<file path="config.mk">
export PLATFORM = sky130hd
export DESIGN_NAME = pe_job_sequencer
export DESIGN_NICKNAME = d
export VERILOG_FILES = /design/src/rtl/pe_job_sequencer.sv
export SDC_FILE = /design/constraint.sdc
export NUM_CORES = 1
export LEC_CHECK = 0
export BUFFER_PORTS_ARGS = -buffer_cell sky130_fd_sc_hd__buf_2
export CORE_AREA = 2 2 96 98
export CTS_BUF_LIST = sky130_fd_sc_hd__clkbuf_8
export CTS_CLUSTER_DIAMETER = 100
export CTS_CLUSTER_SIZE = 40
export DETAILED_ROUTE_END_ITERATION = 6
export DIE_AREA = 0 0 98 100
export HOLD_SLACK_MARGIN = 0.03
export PLACE_DENSITY = 0.78
export SKIP_LAST_GASP = 1
export SYNTH_ARGS = -nofsm -noshare
export SYNTH_HDL_FRONTEND = slang
export SYNTH_SLANG_ARGS = --single-unit
</file>
<file path="constraint.sdc">
create_clock -name clk -period 4.2 [get_ports clk]
set_input_delay 0.84 -clock clk [delete_from_list [all_inputs] [get_ports clk]]
set_output_delay 0.84 -clock clk [all_outputs]
set_load 0.01 [all_outputs]
</file>
<file path="src/rtl/pe_job_sequencer.sv">
// Job sequencer for one multiply-accumulate PE. It streams operand pairs, pulses format, and queues results in order.
// Optional perf counters are enabled with `define PE_JOB_SEQ_PERF_CNT_EN.
module pe_job_sequencer #(
    parameter int WIDTH_DATA = 16,
    parameter int WIDTH_LEN  = 8,
    parameter int PE_LAT     = 2,
    parameter int RES_DEPTH  = 4
) (
    input  logic                  clk,
    input  logic                  rst_n,
    input  logic                  cmd_valid_i,
    output logic                  cmd_ready_o,
    input  logic [WIDTH_LEN-1:0]  cmd_len_i,
    input  logic                  op_valid_i,
    output logic                  op_ready_o,
    input  logic [WIDTH_DATA-1:0] op_a_i,
    input  logic [WIDTH_DATA-1:0] op_b_i,
    output logic [WIDTH_DATA-1:0] pe_data_a_o,
    output logic [WIDTH_DATA-1:0] pe_data_b_o,
    output logic                  pe_format_en_o,
    output logic                  pe_keep_data_o,
    input  logic [WIDTH_DATA-1:0] pe_data_i,
    output logic                  res_valid_o,
    input  logic                  res_ready_i,
    output logic [WIDTH_DATA-1:0] res_data_o,
    output logic                  busy_o
`ifdef PE_JOB_SEQ_PERF_CNT_EN
    ,
    output logic [31:0]           perf_jobs_o,
    output logic [31:0]           perf_stall_o
`endif
);
    localparam int PTR_W = $clog2(RES_DEPTH);
    localparam int OUT_W = $clog2(RES_DEPTH + 1);
    localparam logic [OUT_W-1:0] DEPTH_CNT = OUT_W'(RES_DEPTH);

    typedef enum logic [1:0] {IDLE = 2'd0, STREAM = 2'd1, FMT = 2'd2} state_t;

    state_t               state, state_next;
    logic [WIDTH_LEN-1:0] rem, rem_next;
    logic [OUT_W-1:0]     outst;
    logic [OUT_W-1:0]     count;
    logic [PTR_W-1:0]     wr_ptr, rd_ptr;
    logic [WIDTH_DATA-1:0] mem [RES_DEPTH];
    logic [PE_LAT-1:0]    fmt_sr;
    logic                 credit_ok, cmd_fire, op_fire, res_fire, wr_en;

    // Every handshake transfers exactly on a cycle where valid and ready are both high;
    // valid never depends on ready, and ready only depends on state and credits.
    assign credit_ok      = (outst < DEPTH_CNT);
    assign cmd_fire       = cmd_valid_i & cmd_ready_o;
    assign op_fire        = op_valid_i & op_ready_o;
    assign res_fire       = res_valid_o & res_ready_i;
    assign wr_en          = fmt_sr[PE_LAT-1];
    assign pe_keep_data_o = 1'b0;
    assign busy_o         = (outst != '0);
    assign res_valid_o    = (count != '0);
    assign res_data_o     = res_valid_o ? mem[rd_ptr] : '0;

    always_ff @(posedge clk or negedge rst_n) begin
        if (!rst_n) begin
            state <= IDLE;
            rem   <= '0;
        end else begin
            state <= state_next;
            rem   <= rem_next;
        end
    end

    always_comb begin
        state_next     = state;
        rem_next       = rem;
        cmd_ready_o    = 1'b0;
        op_ready_o     = 1'b0;
        pe_format_en_o = 1'b0;
        case (state)
            IDLE: begin
                cmd_ready_o = credit_ok;
                if (cmd_valid_i && credit_ok) begin
                    rem_next   = cmd_len_i;
                    state_next = (cmd_len_i == '0) ? FMT : STREAM;
                end
            end
            STREAM: begin
                op_ready_o = 1'b1;
                if (op_valid_i) begin
                    rem_next = rem - 1'b1;
                    if (rem == WIDTH_LEN'(1)) state_next = FMT;
                end
            end
            FMT: begin
                pe_format_en_o = 1'b1;
                cmd_ready_o    = credit_ok;
                if (cmd_valid_i && credit_ok) begin
                    rem_next   = cmd_len_i;
                    state_next = (cmd_len_i == '0) ? FMT : STREAM;
                end else begin
                    state_next = IDLE;
                end
            end
            default: state_next = IDLE;
        endcase
    end

    // Operands live on the PE bus for exactly one cycle so stalls feed zeros into the accumulator.
    always_ff @(posedge clk or negedge rst_n) begin
        if (!rst_n) begin
            pe_data_a_o <= '0;
            pe_data_b_o <= '0;
        end else begin
            pe_data_a_o <= op_fire ? op_a_i : '0;
            pe_data_b_o <= op_fire ? op_b_i : '0;
        end
    end

    always_ff @(posedge clk or negedge rst_n) begin
        if (!rst_n) begin
            outst <= '0;
        end else begin
            case ({cmd_fire, res_fire})
                2'b10:   outst <= outst + 1'b1;
                2'b01:   outst <= outst - 1'b1;
                default: outst <= outst;
            endcase
        end
    end

    always_ff @(posedge clk or negedge rst_n) begin
        if (!rst_n) begin
            fmt_sr <= '0;
        end else begin
            fmt_sr <= (fmt_sr << 1) | PE_LAT'(pe_format_en_o);
        end
    end

    // Result FIFO; the credit counter guarantees a free slot whenever wr_en rises.
    always_ff @(posedge clk or negedge rst_n) begin
        if (!rst_n) begin
            wr_ptr <= '0;
            rd_ptr <= '0;
            count  <= '0;
        end else begin
            if (wr_en)    wr_ptr <= wr_ptr + 1'b1;
            if (res_fire) rd_ptr <= rd_ptr + 1'b1;
            case ({wr_en, res_fire})
                2'b10:   count <= count + 1'b1;
                2'b01:   count <= count - 1'b1;
                default: count <= count;
            endcase
        end
    end

    always_ff @(posedge clk) begin
        if (wr_en) mem[wr_ptr] <= pe_data_i;
    end

`ifdef PE_JOB_SEQ_PERF_CNT_EN
    always_ff @(posedge clk or negedge rst_n) begin
        if (!rst_n) begin
            perf_jobs_o  <= '0;
            perf_stall_o <= '0;
        end else begin
            if (res_fire) perf_jobs_o <= perf_jobs_o + 32'd1;
            if (state == STREAM && !op_valid_i) perf_stall_o <= perf_stall_o + 32'd1;
        end
    end
`endif

endmodule

</file>
==> results.toml <==
[setup_path]
cp-end-kind = "output port"
worstSetupPathType = "reg2out"
setup.worst_path.start = "rd_ptr[0]$_DFFE_PN0P_"
reg2reg_setup_slack_ns = 1.85
r2r-start = "count[0]$_DFFE_PN0P_"
crit_chain = "buf_4 -> mux4_2 -> and2_1 -> buf_2"
worstPathArrival_ns = 2.21
required_ns = 3.36
reg2reg_depth = 8
cpMaxStageDelayCell = "dfrtp_1"
startpoint_type = "register"
worstReg2RegEnd = "outst[2]$_DFFE_PN0P_"
cpPeakStageDelay_ns = 0.62
cp_max_fo = 11
critical_path.endpoint = "res_data_o[11]"

[synthesis]
syn-num-nets = 366
ys.flop_type = "edfxtp_1"
avgSynthCellArea_um2 = 15.9
ys_seq_area_share_pct = 69.6
synth_area_um2 = 4700
ys_seq_elements = 118
synth_cell_types = 42
yosysWarnings = 0
yosys-top-cells-area = "edfxtp_1 (41%), dfrtp_1 (29%), mux4_2 (7.7%)"
yosys.area.top_type = "edfxtp_1"
synthCells = 295
ys_async_sr_fraction_pct = 45.8
synth-edff-count = 64
synth.top_cell.area_share_pct = 40.9

[sta]
worstMarginPinSlew_ns = 0.939
setup_viol = 0
setup_tns_ns = 0
rsz0062_at_grt = "false"
drv_slew = 0
fin_crit_sh_pct = 72.6
relSlewSlack_pct = 37.4
fmax_mhz = 328
finalCriticalPeriod_ns = 3.05
skew_ns = 0.0102
finalHoldViolCount = 0

[clocking]
post_cts_buffers = 0
cts_tree = "built"
htreeDepth = 4
cts_inserted_buffers = 17
clk_pin_slew_ns = 0.07
root_buffer = "clkbuf_8"
clockBufferDepth = 2
cts_sinks = 118
cts_hold_buf = 0
post_cts_resized = 0
clk_latency_ns = 0.41

[floorplan]
die_w_um = 98
io-pin-count = 115
core_area_um2 = 8890
initial_core_util_pct = 52.9
die_area_um2 = 9800
die_y_um = 100
fp-row-count = 35

[finish]
fin_cells = 540
antenna_cells = 0
nFillCells = 669
area_growth_syn_to_layout_pct = 22.9
layout.nets = 487
drive_gt1_share_pct = 38.9

[power]
p_per_area_nw_per_um2 = 644
power.internal_mw = 2.55
ir_drop_uv = 317
comb_power_share_pct = 28.7
p_sw_share_pct = 31.5
p_seq_share_pct = 42.8
leakagePower_nw = 2.53
p_switching_mw = 1.17
p_clk_share_pct = 28.6

[place]
post-place-cells = 508
dp_hpwl_um = 5900
routabilityCongestion = 0.881
io_buffer_count = 113

[grt]
grt.overflow.total = 0
antenna_found_initial = 0
grt_pass1_wl_um = 14000
grt_pass1_vias = 2899
grt_usage_pct = 18.8
grt_max_degree = 55

[detailed_routing]
drt_wl_total_um = 8530
viasPerCell = 5.19
ant_nets = 0
post-route-drc-count = 0
dr.pass1.iters = 4
vias = 2800
drt-initial-drc-count = 99
wl_per_cell_um = 15.8

[hold_path]
min_path_type = "reg2reg"

[run]
maxCapViolCount = 0

[run_status]
status = "finished, final reports clean"
## cell usage in the layout, fill, tap and decap left out, types with 2 or more instances in the layout
| cell type | instances |
|---|---|
| nor3_1 | 2 |
| clkinvlp_4 | 2 |
| inv_4 | 3 |
| a21oi_1 | 6 |
| xor2_1 | 6 |
| bufinv_16 | 3 |
| nand3_1 | 4 |
| fa_1 | 2 |
| ha_1 | 8 |
| dfrtp_1 | 54 |
| o21ai_0 | 5 |
| o22ai_1 | 4 |
| mux4_2 | 16 |
| mux2i_1 | 3 |
| clkbuf_8 | 18 |
| edfxtp_1 | 64 |
| and2_1 | 53 |
| buf_4 | 2 |
| nor2_1 | 6 |
| nor4_1 | 3 |
| or3_1 | 2 |
| nand2_1 | 8 |
| inv_1 | 13 |
| clkinv_4 | 3 |
| nor2b_1 | 2 |
| xnor2_1 | 3 |
| buf_2 | 113 |
## metal layers
layer	vias to the layer above	GRT usage (%)	wire length, µm
li1	1304	-	-
met1	1376	21.4	3280
met2	111	32.4	4500
met3	9	7.52	669
met4	0	6.52	72
met5	-	0	0
## power groups by stage
| stage | sequential (mW) | combinational, mW | clock (mW) |
|---|---|---|---|
| 6_report | 1.59 | 1.07 | 1.06 |
| 5_1_grt | 1.62 | 1.19 | 1.15 |
| 4_1_cts | 1.59 | 1.09 | 1.09 |
| 3_5_place_dp | 1.61 | 1.08 | 0 |
| 3_3_place_gp | 1.60 | 1.04 | 0 |
| 2_1_floorplan | 1.54 | 0.800 | 0 |
## cell usage after synthesis, drive strengths merged (4+ instances only)
cell and n:
and2 53, a21oi 6, buf 5, clkbuf 8, o22ai 4, nand3 4
mux4 16, edfxtp 64, ha 8, o21ai 6, nand2 9, xor2 6
dfrtp 54, nor2 6, inv 13
## metrics by stage
stage	utilization, %	hold WS, ns	power (mW)	cell area [µm²]	worst slack, ns
after CTS	65.0	0.358	3.77	5780	1.06
after global routing	65.0	0.362	3.96	5780	0.974
after floorplan	-	0.331	2.34	4700	1.88
final	65.0	0.355	3.72	5780	1.15
after global placement	60.3	0.334	2.64	5360	1.60
after detailed placement	60.3	0.336	2.69	5360	1.54
## layout make-up
type | instances | area, µm² | share of cell area [%]
tap | 111 | 139 | 2.40
multi-input combinational | 151 | 1320 | 22.8
clock inverter | 14 | 174 | 3.01
inverter | 13 | 48.8 | 0.845
sequential | 118 | 3270 | 56.6
clock buffer | 18 | 248 | 4.29
timing repair buffer | 115 | 581 | 10.0
## sequential cells by signal (all words and copies together), names as in the netlist
register	count
pe_data_b_o	16
rem	8
fmt_sr	2
count	3
rd_ptr	2
mem	64
state	2
outst	3
wr_ptr	2
pe_data_a_o	16
## worst max-delay path, delay by kind of cell, from the launching register on
family	cells	cell delay [ns]
buf+inv	2	0.47
flops	1	0.62
mux	1	0.54
simple gates	1	0.16
## cells by family (layout without fill, tap and decap cells)
| family | Yosys count | in the layout | synth area share [%] |
|---|---|---|---|
| and+or+nand+nor | 88 | 88 | 11.6 |
| muxes | 19 | 19 | 8.31 |
| AOI/OAI and AO/OA | 24 | 24 | 3.30 |
| adders and majority gates | 10 | 10 | 2.98 |
| xor gates and xnor gates | 9 | 9 | 1.68 |
| buffers and inverters | 26 | 160 | 2.37 |
| DFF | 118 | 118 | 69.6 |
| other | 1 | 1 | 0.0798 |
## how the worst min path moves through the flow
stage / startpoint / slack [ns] / to / depth (start not counted)
5_1_grt: fmt_sr[0]$_DFF_PN0_ / 0.36 / fmt_sr[1]$_DFF_PN0_ / 0
6_report: fmt_sr[0]$_DFF_PN0_ / 0.35 / fmt_sr[1]$_DFF_PN0_ / 0
3_3_place_gp: fmt_sr[0]$_DFF_PN0_ / 0.33 / fmt_sr[1]$_DFF_PN0_ / 0
3_5_place_dp: fmt_sr[0]$_DFF_PN0_ / 0.34 / fmt_sr[1]$_DFF_PN0_ / 0
2_1_floorplan: fmt_sr[0]$_DFF_PN0_ / 0.33 / fmt_sr[1]$_DFF_PN0_ / 0
4_1_cts: fmt_sr[0]$_DFF_PN0_ / 0.36 / fmt_sr[1]$_DFF_PN0_ / 0
No activity file was read; power rests on OpenSTA's default activity.
